**config.mk**
```make
export PLATFORM = sky130hd
export DESIGN_NAME = im_fetch_seq
export DESIGN_NICKNAME = d
export VERILOG_FILES = /design/src/rtl/im_fetch_seq.sv
export SDC_FILE = /design/constraint.sdc
export NUM_CORES = 1
export LEC_CHECK = 0
export ABC_CLOCK_PERIOD_IN_PS = 11500
export CORE_MARGIN = 1
export CORE_UTILIZATION = 45
export CTS_CLUSTER_SIZE = 14
export DETAILED_ROUTE_END_ITERATION = 12
export GPL_TIMING_DRIVEN = 0
export PLACE_DENSITY = 0.69
export SYNTH_ARGS = -nofsm -noshare
export SYNTH_HDL_FRONTEND = slang
export SYNTH_SLANG_ARGS = --single-unit
```
**constraint.sdc**
```tcl
create_clock -name clk -period 11.5 [get_ports clk]
set_input_delay 1.725 -clock clk [delete_from_list [all_inputs] [get_ports clk]]
set_output_delay 1.725 -clock clk [all_outputs]
set_load 0.02 [all_outputs]
```
**src/rtl/im_fetch_seq.sv**
```systemverilog
`default_nettype none
// ============================================================================
// Module   : im_fetch_seq
// Purpose  : Reads the boot-loaded instruction image back in address order and
//            streams it to the pipeline front end over a valid/ready handshake.
// Revision : 1.0 - initial release
// ============================================================================
module im_fetch_seq #(
  parameter int ADDR_W    = 32,
  parameter int DATA_W    = 32,
  parameter int BUF_DEPTH = 2
) (
  input  logic              clk,
  input  logic              RSTcount,
  input  logic              PCstart,
  input  logic              load_done,
  input  logic [ADDR_W-1:0] load_count,
  input  logic              redirect_valid,
  input  logic [ADDR_W-1:0] redirect_target,
  output logic              rd_en,
  output logic [ADDR_W-1:0] rd_addr,
  input  logic [DATA_W-1:0] rdata,
  output logic              instr_valid,
  input  logic              instr_ready,
  output logic [DATA_W-1:0] instr,
  output logic [ADDR_W-1:0] instr_pc,
  output logic              busy,
  output logic              done
);

  localparam int PTR_W = $clog2(BUF_DEPTH);
  localparam int CNT_W = PTR_W + 1;

  localparam logic [1:0] c_IDLE  = 2'd0;
  localparam logic [1:0] c_FETCH = 2'd1;
  localparam logic [1:0] c_DRAIN = 2'd2;
  localparam logic [1:0] c_DONE  = 2'd3;

  logic [1:0]        state_q, state_d;
  logic [ADDR_W-1:0] pc_q, pc_d;
  logic [ADDR_W-1:0] limit_q, limit_d;
  logic [ADDR_W-1:0] raddr_q;
  logic              inflight_q, inflight_d;
  logic [PTR_W-1:0]  wptr_q, rptr_q;
  logic [CNT_W-1:0]  count_q, count_d;
  logic [DATA_W-1:0] buf_data_q [BUF_DEPTH];
  logic [ADDR_W-1:0] buf_pc_q   [BUF_DEPTH];

  logic active, start, redir, issue, push, pop, empty;

  assign active = (state_q == c_FETCH) || (state_q == c_DRAIN);
  assign start  = load_done && PCstart && (load_count != '0);
  assign redir  = active && redirect_valid;
  assign empty  = (count_q == '0);
  // Buffered words plus the one in flight must never exceed the buffer size.
  assign issue  = (state_q == c_FETCH) && !redirect_valid && (pc_q < limit_q) &&
                  ((count_q + CNT_W'(inflight_q)) < CNT_W'(BUF_DEPTH));
  assign push   = inflight_q && !redir;
  assign pop    = !empty && instr_ready && !redir;

  always_comb begin
    pc_d       = pc_q;
    limit_d    = limit_q;
    inflight_d = issue;
    count_d    = count_q;
    if ((state_q == c_IDLE) && start) begin
      pc_d    = '0;
      limit_d = load_count;
    end
    if (redir) begin
      pc_d    = redirect_target;
      count_d = '0;
    end else begin
      if (issue) pc_d = pc_q + ADDR_W'(1);
      case ({push, pop})
        2'b10:   count_d = count_q + CNT_W'(1);
        2'b01:   count_d = count_q - CNT_W'(1);
        default: count_d = count_q;
      endcase
    end
  end

  always_ff @(posedge clk or posedge RSTcount) begin
    if (RSTcount) begin
      pc_q       <= '0;
      limit_q    <= '0;
      raddr_q    <= '0;
      inflight_q <= 1'b0;
      wptr_q     <= '0;
      rptr_q     <= '0;
      count_q    <= '0;
    end else begin
      pc_q       <= pc_d;
      limit_q    <= limit_d;
      inflight_q <= inflight_d;
      count_q    <= count_d;
      if (issue) raddr_q <= pc_q;
      if (redir) begin
        wptr_q <= '0;
        rptr_q <= '0;
      end else begin
        if (push) wptr_q <= wptr_q + PTR_W'(1);
        if (pop)  rptr_q <= rptr_q + PTR_W'(1);
      end
    end
  end

  always_ff @(posedge clk) begin
    if (push) begin
      buf_data_q[wptr_q] <= rdata;
      buf_pc_q[wptr_q]   <= raddr_q;
    end
  end

  always_ff @(posedge clk or posedge RSTcount) begin
    if (RSTcount) state_q <= c_IDLE;
    else          state_q <= state_d;
  end

  // Completion is judged on next-cycle occupancy so done follows the last pop directly.
  always_comb begin
    state_d = state_q;
    case (state_q)
      c_IDLE: if (start) state_d = c_FETCH;
      c_FETCH, c_DRAIN: begin
        if (redir) begin
          state_d = (redirect_target >= limit_q) ? c_DRAIN : c_FETCH;
        end else if (pc_d >= limit_q) begin
          state_d = (inflight_d || (count_d != '0)) ? c_DRAIN : c_DONE;
        end
      end
      default: state_d = c_DONE;
    endcase
  end

  always_comb begin
    rd_en       = issue;
    rd_addr     = issue ? pc_q : '0;
    instr_valid = !empty;
    instr       = empty ? '0 : buf_data_q[rptr_q];
    instr_pc    = empty ? '0 : buf_pc_q[rptr_q];
    busy        = active;
    done        = (state_q == c_DONE);
  end

endmodule
`default_nettype wire

```
# Word level (Yosys, flattened, before mapping)
# Memory sizes are Yosys's and may differ from the RTL's.
# Index checks and enable logic that the tools add are counted.
[word_totals]
word_cells = 70
ramBits = 128
output_inout_bits = 100
in_bits = 102
reg_bits = 103
memories = 2
[mem_list]
columns = ["memory", "depth", "word_bits", "read_ports", "rd_ports_with_merged_regs", "wr", "line", "rtl"]
rows = [
  ["buf_data_q", 2, 32, 1, 0, 1, "46", "logic [DATA_W-1:0] buf_data_q [BUF_DEPTH];"],
  ["buf_pc_q", 2, 32, 1, 0, 1, "47", "logic [ADDR_W-1:0] buf_pc_q [BUF_DEPTH];"],
]
[op_classes]
n_addsub = 6
magnitude_cmp = 4
n_reduce_logical = 23
n_eq_ne = 7
muxes = 20
[ops]
columns = ["cell", "count"]
rows = [
  ["two-way mux 32 bit", 6],
  ["greater-or-equal comparator 32 bit", 2],
  ["adder 32 x 1 -> 32 bit (second input constant)", 1],
  ["< comparator 32 bit", 1],
  ["nonzero test 32 bit", 1],
  ["logical AND 1 bit", 10],
  ["two-way mux 2 bit", 5],
  ["case mux 2 bit (2 select lines)", 2],
  ["two-way mux 1 bit", 7],
  ["== test 2 bit (second input constant)", 3],
  ["nonzero test 2 bit", 3],
  ["== test 2 x 1 -> 1 bit (second input constant)", 2],
  ["logical NOT 2 bit", 2],
  ["logical NOT 1 bit", 3],
  ["inequality test 3 bit (second input constant)", 1],
  ["adder 1 bit (second input constant)", 2],
  ["adder 2 x 1 -> 2 bit", 1],
  ["adder 2 x 1 -> 2 bit (second input constant)", 1],
  ["logical OR 1 bit", 2],
  ["< comparator 2 bit (second input constant)", 1],
  ["inequality test 2 bit (second input constant)", 1],
  ["AND reduction 2 bit", 1],
  ["OR reduction 2 bit", 1],
  ["subtractor 2 x 1 -> 2 bit (second input constant)", 1],
]

# Longest topological paths before layout
[logic_depth]
depth_word = 14
depth_mapped = 20
mapped_depth_nobuf = 18

# Least setup slack after synthesis
# OpenSTA, ideal clock, no wires.
[synth_path]
kind = "input -> register"
from = "in redirect_valid"
to = "mem buf_data_q[0][0] (enable)"
setup_slack_ns = 6.033
n_path_buf = 1
setup_ns = 0.486
required_time_ns = 11.014
cell_stages = 4
arrival_ns = 4.981
path_cell_list = "nand2_1 clkbuf_1 nand2_1 nor2_1"
[synth_via]
elab_chain_len = 5
[synth_lines]
columns = ["item", "line", "rtl"]
rows = [
  ["start, declared", "18", "input logic redirect_valid,"],
  ["logical AND 1 bit", "53", "assign redir = active && redirect_valid;"],
  ["logical NOT 1 bit", "58", "assign push = inflight_q && !redir;"],
  ["logical AND 1 bit", "58", ""],
  ["two-way mux 1 bit", "109", "if (push) begin"],
  ["two-way mux 1 bit (implied by the code)", "110", "buf_data_q[wptr_q] <= rdata;"],
  ["end, declared", "46", ""],
]
# No other way between the ends.

# Worst setup path after layout
[layout_path]
from = "in redirect_valid"
to = "out rd_en"
[layout_via]
elab_chain_len = 4
[layout_lines]
columns = ["item", "line", "rtl"]
rows = [
  ["logical NOT 1 bit", "56", "assign issue = (state_q == c_FETCH) && !redirect_valid && (pc_q < limit_q) &&"],
  ["logical AND 1 bit (3 in a row)", "56", ""],
  ["end, declared", "20", "output logic rd_en,"],
]
# No other way between the ends.

==> impl_metrics.ini <==
[sta]
relSlewSlack = 0.398
tns_ps = 0
report.final.setup_viol = 0
fin_worst_skew_ps = 30.1
worstMarginPinSlew_ps = 903
layout_setup_ws_ps = 4880
finalMaxSlewViolations = 0
fin_crit_ps = 6620
hold_viol_final = 0
final.period_utilization = 0.576
rsz0062_at_grt = false
finalHoldWorstSlack_ps = 471
fmax_mhz = 151

[power_and_ir_drop]
p_seq_frac = 0.477
leakage_nw = 6.26
power.internal_mw = 1.46
combinationalPowerShare = 0.058
power_density_nw_per_um2 = 120
power_frac_clock = 0.465
ir_drop_uv = 93.8
p_switching_uw = 385
p_sw_frac = 0.209

[cells_and_area]
syn_to_final_growth_pct = 28.5
final_nets = 1474
n_fill_cell = 2205
drive_gt1_frac = 0.0751
antennaDiodeCount = 0
fin_cells = 1627

[global_route]
track_usage = 0.228
grt_overflow = 0
grt_max_degree = 65
antenna_found_initial = 0
grt_first_pass_wirelength_um = 47700
grt_pass1_vias = 8909

[clocking]
htree_levels = 1
cts_root_buf = clkbuf_16
cts_inserted_buffers = 26
cts_resized = 0
post_cts_buffers = 0
clkSinkCount = 231
postCtsHoldBufs = 0
insertion_delay_ps = 550
tritoncts = done
clk_path_buf_depth = 3
clk_pin_slew_ps = 60

[yosys]
synth_cell_types = 55
synth_seq_area_share = 0.537
async_flop_share = 0.446
synth.top_cells.by_count = edfxtp_1 (128), nor2_1 (124), dfrtp_1 (103), ha_1 (100), mux2i_1 (66)
synth_edf_count = 128
syn_nets = 1242
ys_seq_elements = 231
synth_area_sq_um = 12000
synth_cells = 1040
synthTopCellsByArea = edfxtp_1 (32%), dfrtp_1 (22%), ha_1 (10%)
synth_top_area_frac = 0.321
postSynthAreaPerCell_sq_um = 11.5
synth.most_common_cell = edfxtp_1
ys_warn_count = 0
synth_ff_type = edfxtp_1
netlist.top_cell.by_area = edfxtp_1

[floorplan]
fp-row-count = 59
die_w_um = 165
start_util = 0.459
die-area_sq_um = 27200
dieHeight_um = 165
pin_count = 202
coreArea_sq_um = 26100

[setup_path]
cp.arrival_ps = 4890
cp_max_fo = 11
max_stage_delay_ps = 720
end_kind = output port
cp_num_buf_inv = 5
cp-start-kind = input pin
crit_chain = clkdlybuf4s50_1 -> nor2_1 -> nand3_1 -> a211o_1 -> or2_2 -> inv_2 -> clkbuf_1 -> clkbuf_1 -> clkdlybuf4s50_1
crit_type = input pin to output port
slowest_stage = clkdlybuf4s50_1
cp.required_ps = 9780
critPathTopFamily = buffers and inverters

[placement]
dp_hpwl_um = 23300
place_congestion = 0.903
numPlacedInstances = 1579
port_buffers = 201
dp_slack_ps = 4820

[routing]
vias_per_cell = 5.52
vias = 8988
routed_wl_um = 30700
drc_errors = 0
wire_per_inst_um = 18.9
initialDrtViolationCount = 649
first_pass_iters = 8
ant_nets = 0

[outcome]
status = completed

[min_path]
hold_class = flop to flop

[run]
cap_violations = 0
[sequential cells by signal, summed over array words and instances (netlist names)]
name,count
pc_q,32
buf_data_q,64
raddr_q,32
rptr_q,1
state_q,2
wptr_q,1
buf_pc_q,64
inflight_q,1
limit_q,32
count_q,2
[metal layers]
metal / track usage / wire [um]
met3: 0.0352 / 1860
met1: 0.303 / 13500
met4: 0.0813 / 870
met2: 0.378 / 14500
met5: 0 / 0
[through the flow]
stage                     power (mW)   util  area, sq um
after floorplan                0.943      -        12000
after global placement         0.999  0.552        14400
after detailed placement        1.00  0.555        14500
after CTS                       1.86  0.590        15400
after global routing            1.91  0.590        15400
final                           1.84  0.590        15400
[final cells by class]
cell class	count	area, sq um	area share
Timing Repair Buffer	204	2080	0.135
Buffer	45	189	0.0123
Clock buffer	44	818	0.0532
Multi-Input combinational cell	715	5180	0.337
Clock inverter	4	81.3	0.00529
Sequential cell	231	6420	0.418
Inverter	49	186	0.0121
Tap cell	335	419	0.0273
[worst paths after layout]
| kind | end | slack [ps] | cells after the start | startpoint |
|---|---|---|---|---|
| max in group asynchronous | raddr_q[30] | 9090 | 3 | RSTcount |
| setup reg to reg | state_q[1] | 5890 | 19 | pc_q[14] |
| setup / recovery | rd_en | 4880 | 9 | redirect_valid |
| hold reg to reg | buf_pc_q[0][22] | 470 | 0 | raddr_q[22] |
| hold / removal | buf_pc_q[0][22] | 470 | 0 | raddr_q[22] |
| min in group asynchronous | raddr_q[3] | 1680 | 2 | RSTcount |
[power by group through the flow]
| stage | clock network (mW) | logic (mW) | registers (mW) |
|---|---|---|---|
| after CTS | 0.877 | 0.107 | 0.880 |
| after floorplan | 0 | 0.0478 | 0.896 |
| final | 0.858 | 0.107 | 0.880 |
| after detailed placement | 0 | 0.107 | 0.897 |
| after global placement | 0 | 0.103 | 0.896 |
| after global routing | 0.909 | 0.119 | 0.880 |
[worst reg2reg max path, stage by stage (launching register included)]
cell and delay (ps):
dfrtp_1 450, ha_1 360, nand4_1 170, or4_1 550, o32a_1 410, a21oi_4 290
or2_2 180, inv_2 30, clkbuf_1 260, clkbuf_1 370, a22oi_1 260, o31ai_1 150
ha_1 340, nand4_1 90, or2_2 310, or3_1 370, o221ai_1 280, a2bb2oi_1 280
nand2_1 110, a22o_1 250
[logic make-up after synthesis]
| kind of cell | Yosys count | synth area share |
|---|---|---|
| mux | 99 | 0.0863 |
| simple gates | 325 | 0.131 |
| compound gates | 184 | 0.104 |
| buf+inv | 94 | 0.0312 |
| xor+xnor | 7 | 0.00513 |
| fa+ha+maj | 100 | 0.105 |
| flops | 231 | 0.537 |
[cells in the final DEF, fill, tap and decap left out, types with 7 or more instances in the layout]
cell type,count
dfrtp_1,103
a21o_1,42
o211ai_1,10
clkbuf_8,10
clkdlybuf4s50_1,201
o21ai_0,26
edfxtp_1,128
nand2_1,51
mux2_2,33
clkbuf_1,34
buf_1,9
and2_1,26
ha_1,100
inv_1,47
or3_1,15
nor3_1,8
o21a_1,8
and3_1,11
a21oi_1,30
buf_2,7
a31oi_1,30
clkbuf_16,26
nand4_1,21
nor4_1,10
nor2_1,123
nand3_1,34
mux2i_1,66
(Power assumes the default switching activity.)
